File: config.mk
export PLATFORM = sky130hd
export DESIGN_NAME = sprite_renderer
export DESIGN_NICKNAME = d
export VERILOG_FILES = /design/src/rtl/sprite_pkg.sv /design/src/rtl/sprite_renderer.sv
export SDC_FILE = /design/constraint.sdc
export NUM_CORES = 1
export LEC_CHECK = 0
export ABC_AREA = 0
export CORE_ASPECT_RATIO = 1.75
export CORE_MARGIN = 4
export CORE_UTILIZATION = 40
export CTS_BUF_LIST = sky130_fd_sc_hd__clkbuf_4 sky130_fd_sc_hd__clkbuf_8 sky130_fd_sc_hd__clkbuf_16
export DETAILED_ROUTE_END_ITERATION = 12
export GPL_TIMING_DRIVEN = 0
export PLACE_DENSITY = 0.7
export SYNTH_ARGS = -nofsm -noshare
export SYNTH_HDL_FRONTEND = slang
export SYNTH_SLANG_ARGS = --single-unit
export TNS_END_PERCENT = 20
File: constraint.sdc
create_clock -name clk -period 1.55 [get_ports clk]
set_input_delay 0.31 -clock clk [delete_from_list [all_inputs] [get_ports clk]]
set_output_delay 0.31 -clock clk [all_outputs]
set_load 0.05 [all_outputs]
File: src/rtl/sprite_pkg.sv
// rtl/sprite_pkg.sv - sprite renderer shared types and constants (row length follows SPRITE_MIRROR_EN)
package sprite_pkg;

    typedef enum logic [2:0] {
        WAIT_VSTART = 3'd0,
        WAIT_LOAD   = 3'd1,
        LOAD_SETUP  = 3'd2,
        LOAD_FETCH  = 3'd3,
        WAIT_HSTART = 3'd4,
        DRAW        = 3'd5
    } state_t;

    localparam int SPR_ROWS_DEF   = 16;
    localparam int ROW_BITS_DEF   = 8;
    // A mirrored row shows the ROM word followed by its reflection.
    localparam int MIRROR_ROW_LEN = 2 * ROW_BITS_DEF;
    localparam int PLAIN_ROW_LEN  = ROW_BITS_DEF;

endpackage

File: src/rtl/sprite_renderer.sv
// rtl/sprite_renderer.sv - scanline sprite renderer; SPRITE_MIRROR_EN selects 16-pixel mirrored rows
module sprite_renderer
    import sprite_pkg::*;
#(
    parameter int SPR_ROWS = SPR_ROWS_DEF,
    parameter int ROW_BITS = ROW_BITS_DEF
) (
    input  logic                clk,
    input  logic                reset,
    input  logic                vstart,
    input  logic                load,
    input  logic                hstart,
    output logic [3:0]          rom_addr,
    input  logic [ROW_BITS-1:0] rom_bits,
    output logic                gfx,
    output logic                in_progress
);

    localparam int IDX_W = $clog2(ROW_BITS);
    localparam int XW    = IDX_W + 1;
`ifdef SPRITE_MIRROR_EN
    localparam int ROW_LEN = MIRROR_ROW_LEN;
`else
    localparam int ROW_LEN = PLAIN_ROW_LEN;
`endif
    localparam logic [XW-1:0] X_LAST = XW'(ROW_LEN - 1);
    localparam logic [3:0]    Y_LAST = 4'(SPR_ROWS - 1);

    state_t              state;
    state_t              state_nxt;
    logic [3:0]          ycount;
    logic [XW-1:0]       xcount;
    logic [ROW_BITS-1:0] rowbuf;
    logic [IDX_W-1:0]    bit_idx;
    logic                y_clr;
    logic                y_inc;
    logic                x_clr;
    logic                x_inc;
    logic                row_ld;

    // State register; reset parks the renderer until the next vstart.
    always_ff @(posedge clk or negedge reset) begin
        if (!reset) begin
            state <= WAIT_VSTART;
        end else begin
            state <= state_nxt;
        end
    end

    // Next-state and datapath controls; vstart resynchronises from any state.
    always_comb begin
        state_nxt = state;
        y_clr     = 1'b0;
        y_inc     = 1'b0;
        x_clr     = 1'b0;
        x_inc     = 1'b0;
        row_ld    = 1'b0;
        if (vstart) begin
            state_nxt = WAIT_LOAD;
            y_clr     = 1'b1;
        end else begin
            case (state)
                WAIT_VSTART: state_nxt = WAIT_VSTART;
                WAIT_LOAD: begin
                    if (load) state_nxt = LOAD_SETUP;
                end
                LOAD_SETUP: state_nxt = LOAD_FETCH;
                LOAD_FETCH: begin
                    row_ld    = 1'b1;
                    state_nxt = WAIT_HSTART;
                end
                WAIT_HSTART: begin
                    if (hstart) begin
                        state_nxt = DRAW;
                        x_clr     = 1'b1;
                    end
                end
                DRAW: begin
                    if (xcount == X_LAST) begin
                        if (ycount == Y_LAST) begin
                            state_nxt = WAIT_VSTART;
                        end else begin
                            y_inc     = 1'b1;
                            state_nxt = WAIT_LOAD;
                        end
                    end else begin
                        x_inc = 1'b1;
                    end
                end
                default: state_nxt = WAIT_VSTART;
            endcase
        end
    end

    // Row/column counters and the latched ROM row.
    always_ff @(posedge clk or negedge reset) begin
        if (!reset) begin
            ycount <= '0;
            xcount <= '0;
            rowbuf <= '0;
        end else begin
            if (y_clr) begin
                ycount <= '0;
            end else if (y_inc) begin
                ycount <= ycount + 4'd1;
            end
            if (x_clr) begin
                xcount <= '0;
            end else if (x_inc) begin
                xcount <= xcount + 1'b1;
            end
            if (row_ld) begin
                rowbuf <= rom_bits;
            end
        end
    end

    // Pixel bit selection: mirrored rows walk the word up then back down.
    always_comb begin
`ifdef SPRITE_MIRROR_EN
        bit_idx = xcount[XW-1] ? ~xcount[IDX_W-1:0] : xcount[IDX_W-1:0];
`else
        bit_idx = ~xcount[IDX_W-1:0];
`endif
    end

    assign gfx         = (state == DRAW) && rowbuf[bit_idx];
    assign in_progress = (state != WAIT_VSTART);
    assign rom_addr    = ycount;

endmodule

# == Yosys cells after proc, flatten, opt, wreduce, memory -nomap -nowiden ==
# Cells that the tools add are included.
# word_totals
regBits,19
input_bits,13
out_inout_bits,6
wordCells,48
# classes
addsub,2
order_cmp,1
n_eq_ne,10
muxes,25
bitwise_logic,1
n_reduce_logical,5
# ops
cell,n
2-to-1 mux 4 bit,4
2-to-1 mux 1 bit,15
one-hot mux 3 bit (5 select lines),1
2-to-1 mux 3 bit,4
inequality test 3 bit (second input constant),3
adder 4 x 1 -> 4 bit (second input constant),2
== test 3 x 2 -> 1 bit (second input constant),2
== test 3 bit (second input constant),2
== test 4 x 3 -> 1 bit (second input constant),1
== test 4 bit (second input constant),1
< comparator 3 x 4 -> 1 bit (second input constant),1
nonzero test 2 bit,2
binary-select mux 1 bit (select 3 bit),1
== test 3 x 1 -> 1 bit (second input constant),1
NOT 3 bit,1
AND reduction 3 bit,1
nonzero test 3 bit,1
logical AND 1 bit,1

# == Logic depth before layout (Yosys ltp) ==
# logic_depth
ltp_word,7
mapped_depth,4
depth_no_buf,4

# == Least setup slack after synthesis ==
# OpenSTA, ideal clock, no wires.
# synth_path
kind,register to output
startpoint,reg xcount[0]
endpoint,out gfx
t_arrival_ps,1469
t_required_ps,1240
path_slack_ps,-229
path_stages_with_launch,4
path_buffers,0
cell_sequence,dfrtp_1 > mux4_2 > mux2i_1 > nor2_1
# synth_between
elab_chain_cells,4
# synth_lines
item,line,source
from (decl),sprite_renderer.sv:32,logic [XW-1:0] xcount;
from (signal assigned),sprite_renderer.sv:110,xcount <= xcount + 1'b1;
NOT 3 bit,sprite_renderer.sv:123,bit_idx = ~xcount[IDX_W-1:0];
binary-select mux 1 bit (select 3 bit),sprite_renderer.sv:127,assign gfx = (state == DRAW) && rowbuf[bit_idx];
2-to-1 mux 1 bit (implied by the code),sprite_renderer.sv:127,
logical AND 1 bit,sprite_renderer.sv:127,
to (decl),sprite_renderer.sv:15,"output logic gfx,"
# No other way between the ends. The select of a mux whose other input is x is not followed.

# == Worst setup path in the final report ==
# Same ends and word-level chain as after synthesis.

==> impl_metrics.tcl <==
set metrics [dict create \
    fin_hold_ws_ps 488 \
    finalNetCount 142 \
    place_ws_ps -714 \
    fp-row-count 24 \
    grt_pass1_vias 923 \
    finalCritPeriodShare_pct 121 \
    grt_overflow 0 \
    ant_nets 0 \
    critPathLaunchType "flip-flop" \
    portBuffers 18 \
    synth_common_cells "dfrtp_1, mux2_1, nor2_1" \
    grt_pass1_wl_mm 4.15 \
    grt_max_degree 20 \
    post_drt_wl_per_cell_um 16.4 \
    ys_seq_area_share_pct 45.2 \
    setup_viol 8 \
    critPathCaptureType "primary output" \
    hold_path.class "flip-flop to flip-flop" \
    leakagePower_nw 0.631 \
    routed_wl_mm 2.49 \
    syn_nets 107 \
    ir_drop_mv 0.796 \
    crit_type "flip-flop to primary output" \
    hold_viol 0 \
    die-area_sq_um 3550 \
    place_congestion 0.790 \
    synth_area_leaders "dfrtp_1, mux2_1, mux4_2" \
    first_pass_iters 4 \
    insertion_delay_ps 250 \
    clockBufferDepth 2 \
    async_flop_share_pct 100 \
    worst_pin_slew_ps 850 \
    initial_core_util_pct 42.2 \
    crit_fanout 3 \
    synth-seq-cells 19 \
    cts_sinks 19 \
    grt.total_usage_pct 16.6 \
    path_clk_slew_ps 70 \
    fin_crit_ps 1870 \
    drive_gt1_share_pct 34.9 \
    drc 0 \
    crit_arrival_ps 1560 \
    required_ps 1240 \
    htreeDepth 1 \
    ys_warn_count 0 \
    cts_root_buf "clkbuf_8" \
    antennaDiodeCount 0 \
    finalClockSkew_ps 2.05 \
    die_h_um 75.9 \
    core_sq_um 2490 \
    avgViaCountPerCell 5.69 \
    ys.flop_type "dfrtp_1" \
    synthToLayoutAreaGrowth_pct 41.6 \
    io_pins 19 \
    fmax_mhz 535 \
    synthDistinctLibCells 31 \
    status "complete, but fails checks" \
    r2r_slack_ps -200 \
    numCtsBuffers 3 \
    vias 865 \
    synth_top_area_cell "dfrtp_1" \
    netlist_area_sq_um 1050 \
    synth.most_common_cell "dfrtp_1" \
    hpwl_mm 1.75 \
    cap_violations 0 \
    drv_slew 0 \
    drtIter0Drc 29 \
    synth_top_area_share_pct 45.2 \
    cts_tree "yes" \
    relSlewSlack_pct 43.2 \
    violations "negative setup slack" \
    rsz0062_at_grt "true" \
    setup_ws_ps -320 \
    syn_inst 92 \
    synth_edf_count 0 \
    antenna_found_initial 0 \
    die_x_um 46.8 \
    power_density_nw_per_um2 1270 \
    avgSynthCellArea_sq_um 11.4 \
]
sequential cells by signal (all words and copies together), names as in the netlist:
register / flops
state: 3
rowbuf: 8
rom_addr: 4
xcount: 4
cells by family after synthesis:
group	count (synthesis)	share of synthesized area, %
compound gates	13	7.85
fa+ha+maj	2	2.38
buf+inv	6	2.50
flops	19	45.2
mux	15	17.8
simple gates	37	24.3
final timing paths:
path                       startpoint           to  cells after the start
min in group asynchronous       reset     state[2]                      1
max in group asynchronous       reset    xcount[0]                      1
min                         rowbuf[1]    rowbuf[1]                      1
max                         xcount[0]          gfx                      4
min reg2reg                 rowbuf[1]    rowbuf[1]                      1
max reg2reg                 xcount[0]  rom_addr[3]                      6
worst max-delay path, cell delays in order, from the launching register on:
cell and delay [ps]:
dfrtp_2 410, mux4_2 520, mux2i_2 180, nor2_2 50, buf_6 150
cells in the final DEF, fill, tap and decap left out, types with 2 or more instances in the layout:
cell type,Yosys,routed
o21ai_0,3,2
nor3_1,5,3
nand2b_1,4,2
mux4_2,2,2
buf_4,0,11
inv_1,2,2
nand2b_4,0,2
mux2i_1,3,2
nand3_1,4,4
clkdlybuf4s50_1,0,12
a21oi_1,5,4
nand3b_1,2,2
nor2b_1,4,4
dfrtp_1,19,16
clkbuf_8,0,3
nor2_1,6,5
nor3_2,1,2
clkdlybuf4s15_1,0,2
buf_6,0,5
mux2_1,10,9
dfrtp_2,0,3
layer usage:
metal  vias to the layer above  track usage [%]  wire [um]
met5                         -                0          0
met1                       428             17.4        881
met2                        26             29.8       1460
li1                        406                -          -
met4                         0             8.62         45
met3                         5             3.07        107
metrics by stage:
stage | total power [mW] | setup TNS, ps | cells | util (%) | area [sq um]
finish | 1.89 | -1140 | 152 | 59.8 | 1490
global route | 2.03 | -1960 | 152 | 59.8 | 1490
CTS | 1.79 | -847 | 148 | 56.2 | 1400
detailed placement | 1.31 | -4070 | 136 | 51.1 | 1270
global placement | 1.28 | -3900 | 136 | 51.1 | 1270
floorplan | 1.14 | -11.1 | 92 | - | 1060
area by class of cell:
class | instances | area (sq um)
Clock buffer | 4 | 48.8
Inverter | 2 | 7.51
Timing Repair Buffer | 30 | 270
Sequential cell | 19 | 479
Buffer | 4 | 31.3
Fill cell | 212 | 1000
Multi-Input combinational cell | 67 | 621
Tap cell | 26 | 32.5
where the power goes:
group	switching (mW)	total, mW	internal, mW	leakage, nW
combinational	0.327	0.760	0.433	0.366
clock	0.160	0.360	0.200	0.0262
sequential	0.116	0.767	0.651	0.239
total	0.603	1.89	1.28	0.631
repair_timing:
| action | CTS | global route |
|---|---|---|
| endpoints found under the setup margin | 11 | 23 |
| hold buffers | 0 | 0 |
| resized for setup | 26 | 16 |
| pin swaps | 1 | 5 |
| gates cloned | 0 | 0 |
| buffers inserted | 8 | 4 |
No activity file was read; power rests on OpenSTA's default activity.
